--- config.mk ---
export PLATFORM = sky130hd
export DESIGN_NAME = result_serializer
export DESIGN_NICKNAME = d
export VERILOG_FILES = /design/src/rtl/result_serializer.sv
export SDC_FILE = /design/constraint.sdc
export NUM_CORES = 1
export LEC_CHECK = 0
export CAP_MARGIN = 20
export CORE_UTILIZATION = 57
export CTS_CLUSTER_DIAMETER = 200
export DETAILED_ROUTE_END_ITERATION = 16
export PLACE_DENSITY = 0.86
export SKIP_CTS_REPAIR_TIMING = 1
export SLEW_MARGIN = 20
export SYNTH_ARGS = -nofsm -noshare
export SYNTH_HDL_FRONTEND = slang
export SYNTH_SLANG_ARGS = --single-unit
--- constraint.sdc ---
create_clock -name clock -period 3.19 [get_ports clock]
set_input_delay 0.638 -clock clock [delete_from_list [all_inputs] [get_ports clock]]
set_output_delay 0.638 -clock clock [all_outputs]
set_load 0.01 [all_outputs]
--- src/rtl/result_serializer.sv ---
// result_serializer
//
// Converts an unsigned binary result into NDIG BCD digits with a
// double-dabble engine (one iteration per clock), then streams the digits
// one per clock as (pos, dig) write commands to the seven-segment display
// controller, units digit first. Values above 99_999_999 saturate to all
// nines and raise ovf.
//
// Handshake: start is a single-cycle request, accepted on a rising edge
// only while busy is low; the accepting edge latches value. Requests
// seen while busy is high are dropped, not queued. There is no
// backpressure: the display side must accept one (pos, dig) pair per clock.
//
// Ports:
//   clock      in   system clock, rising edge active
//   reset      in   asynchronous, active-high reset
//   start      in   request to convert and emit value
//   value      in   [WIDTH-1:0] unsigned binary result
//   dig        out  [3:0] BCD digit (0 when idle)
//   pos        out  [3:0] display position, 1 = units .. 8 = ten-millions,
//                   4'hF when idle (a no-op for the display controller)
//   busy       out  high from the accepting edge until emission ends
//   done       out  one-cycle pulse after the last digit was issued
//   ovf        out  last accepted value exceeded 99_999_999
//   fsm_state  out  [1:0] current FSM state, for debug/checkers
//                   (0 = IDLE, 1 = CONVERT, 2 = EMIT)
//
// Timing (E0 = accepting edge): E1..E27 conversion, E28..E35 digits 1..8,
// E36 done pulse with busy low. A start during the done cycle is accepted.

module result_serializer #(
    parameter int NDIG  = 8,
    parameter int WIDTH = 27
) (
    input  logic             clock,
    input  logic             reset,
    input  logic             start,
    input  logic [WIDTH-1:0] value,
    output logic [3:0]       dig,
    output logic [3:0]       pos,
    output logic             busy,
    output logic             done,
    output logic             ovf,
    output logic [1:0]       fsm_state
);

    typedef enum logic [1:0] {
        IDLE    = 2'd0,
        CONVERT = 2'd1,
        EMIT    = 2'd2
    } state_t;

    localparam logic [WIDTH-1:0] MAX_VAL   = WIDTH'(99_999_999);
    localparam logic [4:0]       LAST_ITER = 5'(WIDTH - 1);
    localparam logic [3:0]       IDX_END   = 4'(NDIG + 1);
    localparam logic [3:0]       POS_IDLE  = 4'hF;

    state_t                state, state_n;
    logic [WIDTH-1:0]      bin_q, bin_n;
    logic [4*NDIG-1:0]     bcd_q, bcd_n;
    logic [4*NDIG-1:0]     adj;
    logic [4:0]            iter_q, iter_n;
    logic [3:0]            idx_q, idx_n;
    logic                  big_q, big_n;
    logic [3:0]            dig_n, pos_n;
    logic                  busy_n, done_n, ovf_n;

    assign fsm_state = state;

    always_ff @(posedge clock or posedge reset) begin
        if (reset) begin
            state  <= IDLE;
            bin_q  <= '0;
            bcd_q  <= '0;
            iter_q <= '0;
            idx_q  <= '0;
            big_q  <= 1'b0;
            dig    <= 4'd0;
            pos    <= POS_IDLE;
            busy   <= 1'b0;
            done   <= 1'b0;
            ovf    <= 1'b0;
        end else begin
            state  <= state_n;
            bin_q  <= bin_n;
            bcd_q  <= bcd_n;
            iter_q <= iter_n;
            idx_q  <= idx_n;
            big_q  <= big_n;
            dig    <= dig_n;
            pos    <= pos_n;
            busy   <= busy_n;
            done   <= done_n;
            ovf    <= ovf_n;
        end
    end

    always_comb begin
        state_n = state;
        bin_n   = bin_q;
        bcd_n   = bcd_q;
        iter_n  = iter_q;
        idx_n   = idx_q;
        big_n   = big_q;
        dig_n   = 4'd0;
        pos_n   = POS_IDLE;
        busy_n  = busy;
        done_n  = 1'b0;
        ovf_n   = ovf;

        // Double-dabble correction: any nibble >= 5 would carry past 9
        // after the doubling shift, so pre-add 3.
        adj = bcd_q;
        for (int i = 0; i < NDIG; i++) begin
            if (bcd_q[4*i +: 4] >= 4'd5) begin
                adj[4*i +: 4] = bcd_q[4*i +: 4] + 4'd3;
            end
        end

        case (state)
            IDLE: begin
                busy_n = 1'b0;
                if (start) begin
                    bin_n   = value;
                    bcd_n   = '0;
                    iter_n  = '0;
                    ovf_n   = 1'b0;
                    // Remember saturation now; the binary copy is shifted away.
                    big_n   = (value > MAX_VAL);
                    busy_n  = 1'b1;
                    state_n = CONVERT;
                end
            end

            CONVERT: begin
                {bcd_n, bin_n} = {adj, bin_q} << 1;
                iter_n = iter_q + 5'd1;
                if (iter_q == LAST_ITER) begin
                    idx_n   = 4'd1;
                    state_n = EMIT;
                    if (big_q) begin
                        ovf_n = 1'b1;
                        bcd_n = {NDIG{4'h9}};
                    end
                end
            end

            EMIT: begin
                // idx runs 1..NDIG for the digits; the extra step at
                // NDIG+1 produces the registered done pulse.
                if (idx_q == IDX_END) begin
                    busy_n  = 1'b0;
                    done_n  = 1'b1;
                    state_n = IDLE;
                end else begin
                    pos_n = idx_q;
                    dig_n = 4'(bcd_q >> {idx_q - 4'd1, 2'b00});
                    idx_n = idx_q + 4'd1;
                end
            end

            default: begin
                state_n = IDLE;
            end
        endcase
    end

endmodule

==> key figures <==
Critical path
  – R2R setup slack: 0.90 ns
  – Worst path max stage delay: roughly 0.7 ns
  – Worst setup endpoint: dig[1]$_DFF_PP0_
  – CP Class: reg2reg
  – RR Endpoint: dig[1]$_DFF_PP0_
  – Crit path from: idx_q[0]$_DFFE_PP0P_
  – Critical Path RT: 3.43 ns
  – Crit path capture type: flop
  – Crit-path cells: inv_1 -> ha_1 -> mux4_2 -> mux2i_1 -> nor2_1
  – Startpoint Class: flop
  – Reg2Reg Depth: 5
  – Max FO, Critical Path: 13
  – RR Startpoint: idx_q[0]$_DFFE_PP0P_
  – Slowest cell on crit path: dfrtp_1
  – Critical path arrival: 2.52 ns

Synth
  – Async set or reset register ratio after synthesis: 100%
  – Post-synthesis sequential area ratio: between 40% and 50%
  – Syn nets: 478
  – Prevailing post-synth register cell: dfrtp_1
  – Mapped Avg Cell Area: 10.2 um2
  – Synth top area share: between 40% and 50%
  – Synthesis Warnings: 0
  – Area leader, netlist: dfrtp_1
  – Synth area leaders: dfrtp_1 (45%), ha_1 (6.0%), mux4_2 (4.1%)
  – Post-Syn Area: around 0.0043 mm2
  – #FFs+latches synth: 82
  – Post-Synthesis Cells: 427
  – Post-synth cell types: 42
  – Post-synth EDFFs: 0

Min path
  – Hold crit path type: reg2reg

STA
  – Period utilization: between 70% and 80%
  – RSZ-0062 raised after global routing: false
  – Rel. slew slack: 47.5%
  – Final setup fails: 0
  – Setup TNS: 0 ns
  – Max Clock Skew: between 0.009 and 0.01 ns
  – PnR worst setup slack: around 0.9 ns
  – Fin crit period: ~2.3 ns
  – Worst hold slack: about 0.49 ns
  – Pins Over Slew Limit: 0
  – Hold Fails Final Rpt: 0
  – Worst-margin pin slew: around 0.79 ns
  – Fmax achieved: about 440 MHz

Route
  – DR vias: roughly 3,400
  – WL/cell: between 15 and 20 um
  – Number of DRC markers in iteration 0: ~250
  – DRT Pass-1 Iters: 5
  – Antenna Nets Post-Route: 0
  – DR vias/cell: slightly below 6
  – Final wirelength: ~9300 um
  – Drt drc: 0

Final layout
  – Commonest non-fill, non-tap cell in the layout: dfrtp_1
  – Fillers: between 500 and 600
  – Layout Nets: 516
  – Fin cells: around 570
  – Ant diodes: 0
  – Layout cells sized above 1: a little under a tenth
  – Commonest cells after routing, fill and taps aside: dfrtp_1 (78), clkdlybuf4s50_1 (42), nor2_1 (41), o21ai_0 (35), nand2_1 (33)
  – Synthesis-to-finish area growth: 15.4%

Placed design
  – Final Wtd Congestion: between 0.8 and 0.9
  – Worst slack at placement: between 0.7 and 0.8 ns
  – DP HPWL: 6290 um
  – Dpl cells: about 550
  – Port Buffers: 42

CTS
  – Clock buffer depth: 2
  – Reg clk slew, reported paths: approximately 0.09 ns
  – CTS tree: built
  – Clk sinks: between 80 and 90
  – Worst-Skew Late Latency: roughly 0.35 ns
  – CTS buffer count: 9
  – CTS root buf: clkbuf_8
  – H-tree depth: 3

Power
  – Power density cells: about 940 mW/mm2
  – Leak pwr: between 2 and 2.5 nW
  – Peak VDD IR: roughly 0.4 mV

Floorplanning
  – I/O pins: 43
  – Row cnt: 31
  – Initial core utilization: 59.3%
  – Die X: 89.4 um
  – Core Footprint: between 0.007 and 0.008 mm2
  – Die Span Y: 89.4 um
  – Die footprint: 0.00798 mm2

GRT
  – Largest net degree at the start of global routing: 48
  – Initial antenna violation count: 0
  – Vias in the first global route: 3,243
  – Overflow left after global routing: 0
  – First-pass GRT wire length: 15,300 um
  – GRT Util Overall: about a quarter

Job
  – MaxCap Viol Count: 0

Outcome
  – Status: complete, no violations
==> synthesized netlist by cell type (2+ instances only) <==
cell      number
o22ai_1       19
a211oi_1       7
inv_1         22
nor3_1         5
mux4_2         8
nand3_1       16
a22oi_1       12
xnor2_1        9
mux2i_1       12
dfrtp_1       78
dfstp_2        4
buf_6          6
a21oi_1       21
a22o_1         8
nand2b_1      10
nand4_1        5
nor2_1        41
nand2_1       33
nor3b_1        9
buf_2         13
nor2b_1        3
buf_4          2
a32o_1         8
o21ai_0       35
clkbuf_1       3
xor2_1         2
ha_1          21
==> cell families after synthesis <==
kind of cell	after synthesis	synth area share, %
AND/OR/NAND/NOR	132	15.1
AO/OA/AOI/OAI	114	16.6
flip-flops	82	47.3
buffers and inverters	46	5.55
multiplexers	21	7.16
adder cells (fa/ha/maj)	21	6.04
XOR/XNOR	11	2.22
==> metrics by stage <==
step	utilization [%]	area [um2]	total power [W]
2_1_floorplan	-	4350	0.00342
3_5_place_dp	65.6	4810	0.00389
6_report	68.5	5020	0.00473
5_1_grt	68.5	5020	0.00507
4_1_cts	68.5	5020	0.00474
3_3_place_gp	65.6	4810	0.00375
==> worst min path at each step <==
stage,start,to,slack [ns],cells after the start
floorplan,bin_q[11]$_DFFE_PP0P_,bin_q[11]$_DFFE_PP0P_,0.45,2
global placement,bin_q[10]$_DFFE_PP0P_,bin_q[10]$_DFFE_PP0P_,0.46,2
detailed placement,bin_q[5]$_DFFE_PP0P_,bin_q[5]$_DFFE_PP0P_,0.47,2
CTS,bin_q[5]$_DFFE_PP0P_,bin_q[5]$_DFFE_PP0P_,0.49,2
global route,bin_q[4]$_DFFE_PP0P_,bin_q[4]$_DFFE_PP0P_,0.52,2
finish,bin_q[1]$_DFFE_PP0P_,bin_q[1]$_DFFE_PP0P_,0.49,2
==> power breakdown <==
group	internal (W)	switching [W]	total, W	leakage [nW]
Sequential	0.00146	0.000419	0.00188	1.01
Combinational	0.000988	0.00105	0.00203	1.07
Clock	0.000442	0.000372	0.000814	0.108
Total	0.00289	0.00184	0.00473	2.19
==> layout make-up <==
| cell class | count | area (um2) | share of cell area, % |
|---|---|---|---|
| well taps | 99 | 124 | 2.47 |
| clock inverters | 5 | 78.8 | 1.57 |
| flip-flops and latches | 82 | 2060 | 41.0 |
| clock buffers | 11 | 131 | 2.62 |
| inverters | 22 | 83.8 | 1.67 |
| repair buffers | 51 | 488 | 9.72 |
| multi-input cells | 299 | 2060 | 41.0 |
==> critical path: cells and delay by family (launching register included) <==
family,cells,cell delay (ns)
buf+inv,1,0.17
fa+ha+maj,1,0.53
simple gates,1,0.06
flops,1,0.71
mux,2,0.71
==> state kept, by name (all words and copies together), names as in the netlist <==
name,flops
bcd_q,32
big_q,1
bin_q,27
busy,1
dig,4
done,1
fsm_state,2
idx_q,4
iter_q,5
ovf,1
pos,4
==> per-layer routing <==
layer	up-vias	wire length (um)	track usage (%)	share of wire, %
li1	1606	-	-	-
met1	1647	4020	33.8	43
met2	120	4590	41.8	49
met3	19	486	3.79	5.2
met4	0	198	11.5	2.1
met5	-	0	0	0
No activity file was read; power rests on OpenSTA's default activity.
